**src/rtl/ibis_triangle_scanner.sv**
```systemverilog
// Triangle scanner: walks the bounding box of a triangle in raster order and
// drives an external 10-phase edge finder, one edge test per ring revolution.
// A pixel whose three edge tests all pass becomes a fragment.
//
// state | meaning
// IDLE  | waiting for a command; cmd_ready high; phase counter sits at 0
// BBOX  | one cycle: bounding box from the registered vertices, scan origin set
// SCAN  | edge finder running; pixel/edge stepping on each phase-9 result
module ibis_triangle_scanner #(
    parameter int WIDTH = 11
) (
    input  logic             aclk,
    input  logic             aresetn,
    input  logic             cmd_valid,
    output logic             cmd_ready,
    input  logic [WIDTH-1:0] v0_x,
    input  logic [WIDTH-1:0] v0_y,
    input  logic [WIDTH-1:0] v1_x,
    input  logic [WIDTH-1:0] v1_y,
    input  logic [WIDTH-1:0] v2_x,
    input  logic [WIDTH-1:0] v2_y,
    output logic             frag_valid,
    input  logic             frag_ready,
    output logic [WIDTH-1:0] frag_x,
    output logic [WIDTH-1:0] frag_y,
    output logic             done,
    output logic             busy,
    output logic             ef_enable,
    output logic [5:0]       ef_write_locs,
    output logic [WIDTH-1:0] ef_a_x,
    output logic [WIDTH-1:0] ef_a_y,
    output logic [WIDTH-1:0] ef_b_x,
    output logic [WIDTH-1:0] ef_b_y,
    output logic [WIDTH-1:0] ef_c_x,
    output logic [WIDTH-1:0] ef_c_y,
    input  logic             ef_stencil_test,
    input  logic             ef_ready
);

    typedef enum logic [1:0] {
        IDLE = 2'd0,
        BBOX = 2'd1,
        SCAN = 2'd2
    } state_t;

    state_t           state, state_nxt;
    logic [3:0]       phase;
    logic [1:0]       edge_idx;
    logic [WIDTH-1:0] r0_x, r0_y, r1_x, r1_y, r2_x, r2_y;
    logic [WIDTH-1:0] x, y, xmin, xmax, ymin, ymax;
    logic             stall, eval, pix_end, frag_load;

    function automatic logic [WIDTH-1:0] min3(input logic [WIDTH-1:0] a,
                                              input logic [WIDTH-1:0] b,
                                              input logic [WIDTH-1:0] c);
        logic [WIDTH-1:0] m;
        m = (a < b) ? a : b;
        return (c < m) ? c : m;
    endfunction

    function automatic logic [WIDTH-1:0] max3(input logic [WIDTH-1:0] a,
                                              input logic [WIDTH-1:0] b,
                                              input logic [WIDTH-1:0] c);
        logic [WIDTH-1:0] m;
        m = (a > b) ? a : b;
        return (c > m) ? c : m;
    endfunction

    // State register.
    always_ff @(posedge aclk or negedge aresetn) begin
        if (!aresetn) state <= IDLE;
        else          state <= state_nxt;
    end

    // Next state, handshake and edge-finder control. The ring only advances
    // while scanning, so SCAN always begins at phase 0 with no alignment wait.
    always_comb begin
        state_nxt     = state;
        cmd_ready     = 1'b0;
        busy          = 1'b0;
        ef_enable     = 1'b0;
        ef_write_locs = 6'h00;
        stall         = 1'b0;
        eval          = 1'b0;
        pix_end       = 1'b0;
        frag_load     = 1'b0;
        done          = 1'b0;
        case (state)
            IDLE: begin
                cmd_ready = 1'b1;
                if (cmd_valid) state_nxt = BBOX;
            end
            BBOX: begin
                busy      = 1'b1;
                state_nxt = SCAN;
            end
            SCAN: begin
                busy          = 1'b1;
                stall         = (phase == 4'd9) && (edge_idx == 2'd2) && ef_stencil_test
                                && frag_valid && !frag_ready;
                ef_enable     = !stall;
                ef_write_locs = (phase == 4'd0) ? 6'h3F : 6'h00;
                eval          = (phase == 4'd9) && ef_enable && ef_ready;
                pix_end       = eval && (!ef_stencil_test || (edge_idx == 2'd2));
                frag_load     = eval && ef_stencil_test && (edge_idx == 2'd2);
                done          = pix_end && (x == xmax) && (y == ymax);
                if (done) state_nxt = IDLE;
            end
            default: state_nxt = IDLE;
        endcase
    end

    // Edge operands: a/b walk the triangle edges, c is the current pixel.
    always_comb begin
        ef_c_x = x;
        ef_c_y = y;
        case (edge_idx)
            2'd0: begin
                ef_a_x = r0_x; ef_a_y = r0_y; ef_b_x = r1_x; ef_b_y = r1_y;
            end
            2'd1: begin
                ef_a_x = r1_x; ef_a_y = r1_y; ef_b_x = r2_x; ef_b_y = r2_y;
            end
            default: begin
                ef_a_x = r2_x; ef_a_y = r2_y; ef_b_x = r0_x; ef_b_y = r0_y;
            end
        endcase
    end

    // Vertex capture, bounding box, phase/edge/pixel stepping, fragment output.
    // End-of-row and end-of-box are detected by equality before incrementing,
    // so a box touching the top of the coordinate range never wraps.
    always_ff @(posedge aclk or negedge aresetn) begin
        if (!aresetn) begin
            r0_x <= '0; r0_y <= '0; r1_x <= '0; r1_y <= '0; r2_x <= '0; r2_y <= '0;
            xmin <= '0; xmax <= '0; ymin <= '0; ymax <= '0;
            x <= '0; y <= '0;
            phase      <= 4'd0;
            edge_idx   <= 2'd0;
            frag_valid <= 1'b0;
            frag_x     <= '0;
            frag_y     <= '0;
        end else begin
            if ((state == IDLE) && cmd_valid) begin
                r0_x <= v0_x; r0_y <= v0_y;
                r1_x <= v1_x; r1_y <= v1_y;
                r2_x <= v2_x; r2_y <= v2_y;
            end
            if (state == BBOX) begin
                xmin     <= min3(r0_x, r1_x, r2_x);
                xmax     <= max3(r0_x, r1_x, r2_x);
                ymin     <= min3(r0_y, r1_y, r2_y);
                ymax     <= max3(r0_y, r1_y, r2_y);
                x        <= min3(r0_x, r1_x, r2_x);
                y        <= min3(r0_y, r1_y, r2_y);
                edge_idx <= 2'd0;
            end
            if (ef_enable) phase <= (phase == 4'd9) ? 4'd0 : phase + 4'd1;
            if (eval) begin
                if (pix_end) begin
                    edge_idx <= 2'd0;
                    if (x == xmax) begin
                        if (y != ymax) begin
                            x <= xmin;
                            y <= y + 1'b1;
                        end
                    end else begin
                        x <= x + 1'b1;
                    end
                end else begin
                    edge_idx <= edge_idx + 2'd1;
                end
            end
            if (frag_load) begin
                frag_valid <= 1'b1;
                frag_x     <= x;
                frag_y     <= y;
            end else if (frag_valid && frag_ready) begin
                frag_valid <= 1'b0;
            end
        end
    end

endmodule
```
**config.mk**
```make
export PLATFORM = sky130hd
export DESIGN_NAME = ibis_triangle_scanner
export DESIGN_NICKNAME = d
export VERILOG_FILES = /design/src/rtl/ibis_triangle_scanner.sv
export SDC_FILE = /design/constraint.sdc
export NUM_CORES = 1
export LEC_CHECK = 0
export ABC_AREA = 1
export CAP_MARGIN = 15
export CELL_PAD_IN_SITES_DETAIL_PLACEMENT = 1
export CELL_PAD_IN_SITES_GLOBAL_PLACEMENT = 1
export CORE_ASPECT_RATIO = 1.4
export CORE_MARGIN = 1.5
export CORE_UTILIZATION = 43
export CTS_CLUSTER_SIZE = 14
export DETAILED_ROUTE_END_ITERATION = 8
export DONT_BUFFER_PORTS = 1
export PLACE_DENSITY = 0.87
export SETUP_SLACK_MARGIN = 0.02
export SLEW_MARGIN = 20
export SYNTH_ARGS = -nofsm -noshare
export SYNTH_HDL_FRONTEND = slang
export SYNTH_SLANG_ARGS = --single-unit
```
**constraint.sdc**
```tcl
create_clock -name aclk -period 3.5 [get_ports aclk]
set_clock_uncertainty 0.2 [all_clocks]
set_input_delay 0.7 -clock aclk [delete_from_list [all_inputs] [get_ports aclk]]
set_output_delay 0.7 -clock aclk [all_outputs]
set_load 0.02 [all_outputs]
```
==> flow_summary.yaml <==
worst_setup_path:
  cp-end-kind: "flip-flop"
  crit_top_cell: "nand2_1"
  required_ns: 3.60
  path_cells: "inv_1, ha_4, nand2_1, inv_1, nand2_1, nand2_1, nand2_2, nand3_4, nand2_4, buf_12, nand2_1, o21ai_1, ha_1, nand2_2, nor4_2, nand4_1, nand2_4, buf_6, nand2_1, o211ai_1, o21ai_0"
  path_max_fanout: 10
  critical_path.slowest_cell: "dfrtp_1"
  reg2reg_slack_ns: -0.03
  critPathMaxStageDelay_ns: 0.36
  worst-setup-path-type: "flip-flop to flip-flop"
  arrival_ns: 3.64
  start_kind: "flip-flop"
sta:
  slew_violations: 0
  worst_hold_slack_ns: -0.2544
  worst_slew_pin_slew_ns: 0.9775
  min_period_ns: 3.532
  setup_viol: 4
  period_share: 1.009
  slew_headroom: 0.3476
  fin_setup_tns_ns: -0.08623
  finalHoldViolCount: 152
  setup_slack_ns: -0.03185
  max_freq_ghz: 0.2831
  rsz0062_at_grt: "yes"
clock_tree:
  cts.sinks: 152
  clk_path_buf_depth: 2
  htree_levels: 4
  cts_made_buffers: 17
  clock_latency_ns: 0.45
  tritoncts: "yes"
  clock_tree.root_cell: "clkbuf_16"
  clk_transition_reported_paths_ns: 0.07
synthesis:
  syn_area_um2: 10030
  yosys.area.top_type: "dfrtp_1"
  ys_seq_elements: 152
  async_reset_ff_frac: 1.000
  synth_edf_count: 0
  synthTopCellsByArea: "dfrtp_1 38%, nand2_1 9.5%, ha_1 9.0%"
  yosys.cell_types.count: 48
  ys_top_cells_by_count: "254 x nand2_1, 152 x dfrtp_1, 129 x a21oi_1"
  synth_seq_area_share: 0.3793
  synthCells: 1287
  synth_nets: 1431
  synth_most_common_cell: "nand2_1"
  syn_avg_cell_area_um2: 7.791
  ys.flop_type: "dfrtp_1"
  synth_top_area_share: 0.3793
  yosys_warnings: 0
route:
  wl_per_cell_um: 21.24
  routed_wl_mm: 35.52
  num_vias: 9859
  vias_per_cell: 5.897
  postRouteAntennaNets: 0
  drt_iter0_drc: 533
  drc_errors: 0
  dr.pass1.iters: 5
die:
  pin_count: 171
  num_rows: 65
  chipHeight_um: 183.7
  start_util: 0.4419
  core-area_um2: 22690
  die_area_um2: 24260
  die_w_um: 132.1
global_route:
  grt_max_degree: 153
  grt_usage: 0.2745
  antenna_found_initial: 0
  grt_pass1_vias: 10087
  grt_pass1_wl_mm: 52.99
  grt_overflow: 0
status:
  status: "complete, but fails checks"
  violations: "negative hold slack, negative setup slack"
placed_design:
  port_buffers: 0
  dp_hpwl_mm: 23.84
  place.gp.congestion: 0.8616
hold_path:
  hp-class: "input port to asynchronous set/reset pin"
flow_run:
  max-cap-violations: 0
layout:
  area_growth_pct: 20.05
  drive_above_1_share: 0.2181
  nets: 1502
  num_antenna_cells: 0
  fin_util: 0.5305
-- repair_timing --
| action | in CTS | in global routing |
|---|---|---|
| setup endpoints to repair | 47 | 55 |
| pin swaps | 6 | 25 |
| gates cloned | 1 | 6 |
| gates resized for setup | 13 | 110 |
| setup buffers | 1 | 12 |
| hold endpoints to repair | 152 | 152 |
-- cell families after synthesis --
group,Yosys count,share of synthesized area
flip-flops,152,0.3793
AO/OA/AOI/OAI,367,0.2075
buffers and inverters,203,0.08373
multiplexers,20,0.02246
adder cells (fa/ha/maj),72,0.08984
XOR/XNOR,20,0.01747
AND/OR/NAND/NOR,453,0.1996
-- path summary, 6_finish.rpt --
path | startpoint | to | depth (start not counted)
min in group aclk | frag_ready | frag_valid | 1
max in group asynchronous | aresetn | xmin[10] | 0
max reg2reg | r1_x[6] | xmax[3] | 21
min reg2reg | xmin[10] | xmin[10] | 2
max | r1_x[6] | xmax[3] | 21
min | aresetn | r1_x[5] | 0
-- critical path, delay by kind of cell, from the launching register on --
kind,cells,cell delay [ns]
simple gates,12,1.39
fa+ha+maj,2,0.65
buf+inv,4,0.45
flops,1,0.36
compound gates,3,0.34
-- area by class of cell --
type | instances | area, um^2
fillers | 2705 | 10650
repair buffers | 118 | 987.2
inverters | 137 | 519.2
well taps | 301 | 376.6
multi-input cells | 932 | 5772
clock buffers | 17 | 425.4
flip-flops and latches | 152 | 3810
clock inverters | 15 | 147.6
-- layer usage --
layer  share of wire  GRT usage  up-vias
met2            0.50     0.4628      386
met3           0.064    0.06700       94
met5               0          0        -
li1                -          -     4501
met4           0.033     0.1062        0
met1            0.41     0.3389     4878
-- placed cells by master (no fill, tap or decap), drive strengths merged, types with 2 or more instances in the layout --
| cell | n |
|---|---|
| and3 | 2 |
| nor4 | 3 |
| clkinv | 7 |
| dfrtp | 152 |
| inv | 139 |
| o21ai | 158 |
| xor2 | 20 |
| a21oi | 131 |
| o21a | 2 |
| a22oi | 44 |
| clkbuf | 19 |
| a31oi | 3 |
| o211ai | 19 |
| nor2 | 89 |
| buf | 116 |
| or2 | 2 |
| mux2 | 20 |
| o31ai | 2 |
| nand4 | 18 |
| nand2 | 261 |
| nand3 | 64 |
| ha | 72 |
| clkinvlp | 5 |
| o22ai | 3 |
| nor3 | 13 |
-- metrics by stage --
step	setup WS [ns]	cell area [um^2]	std cells
finish	-0.03185	12040	1672
global route	-0.1509	12040	1672
CTS	-0.04743	11470	1654
detailed placement	-0.07293	10870	1620
global placement	0.1043	10870	1620
floorplan	0.2436	10030	1287
Power is not shown: default switching activity piles up to over one toggle a cycle in this logic, so the estimate is an artifact.
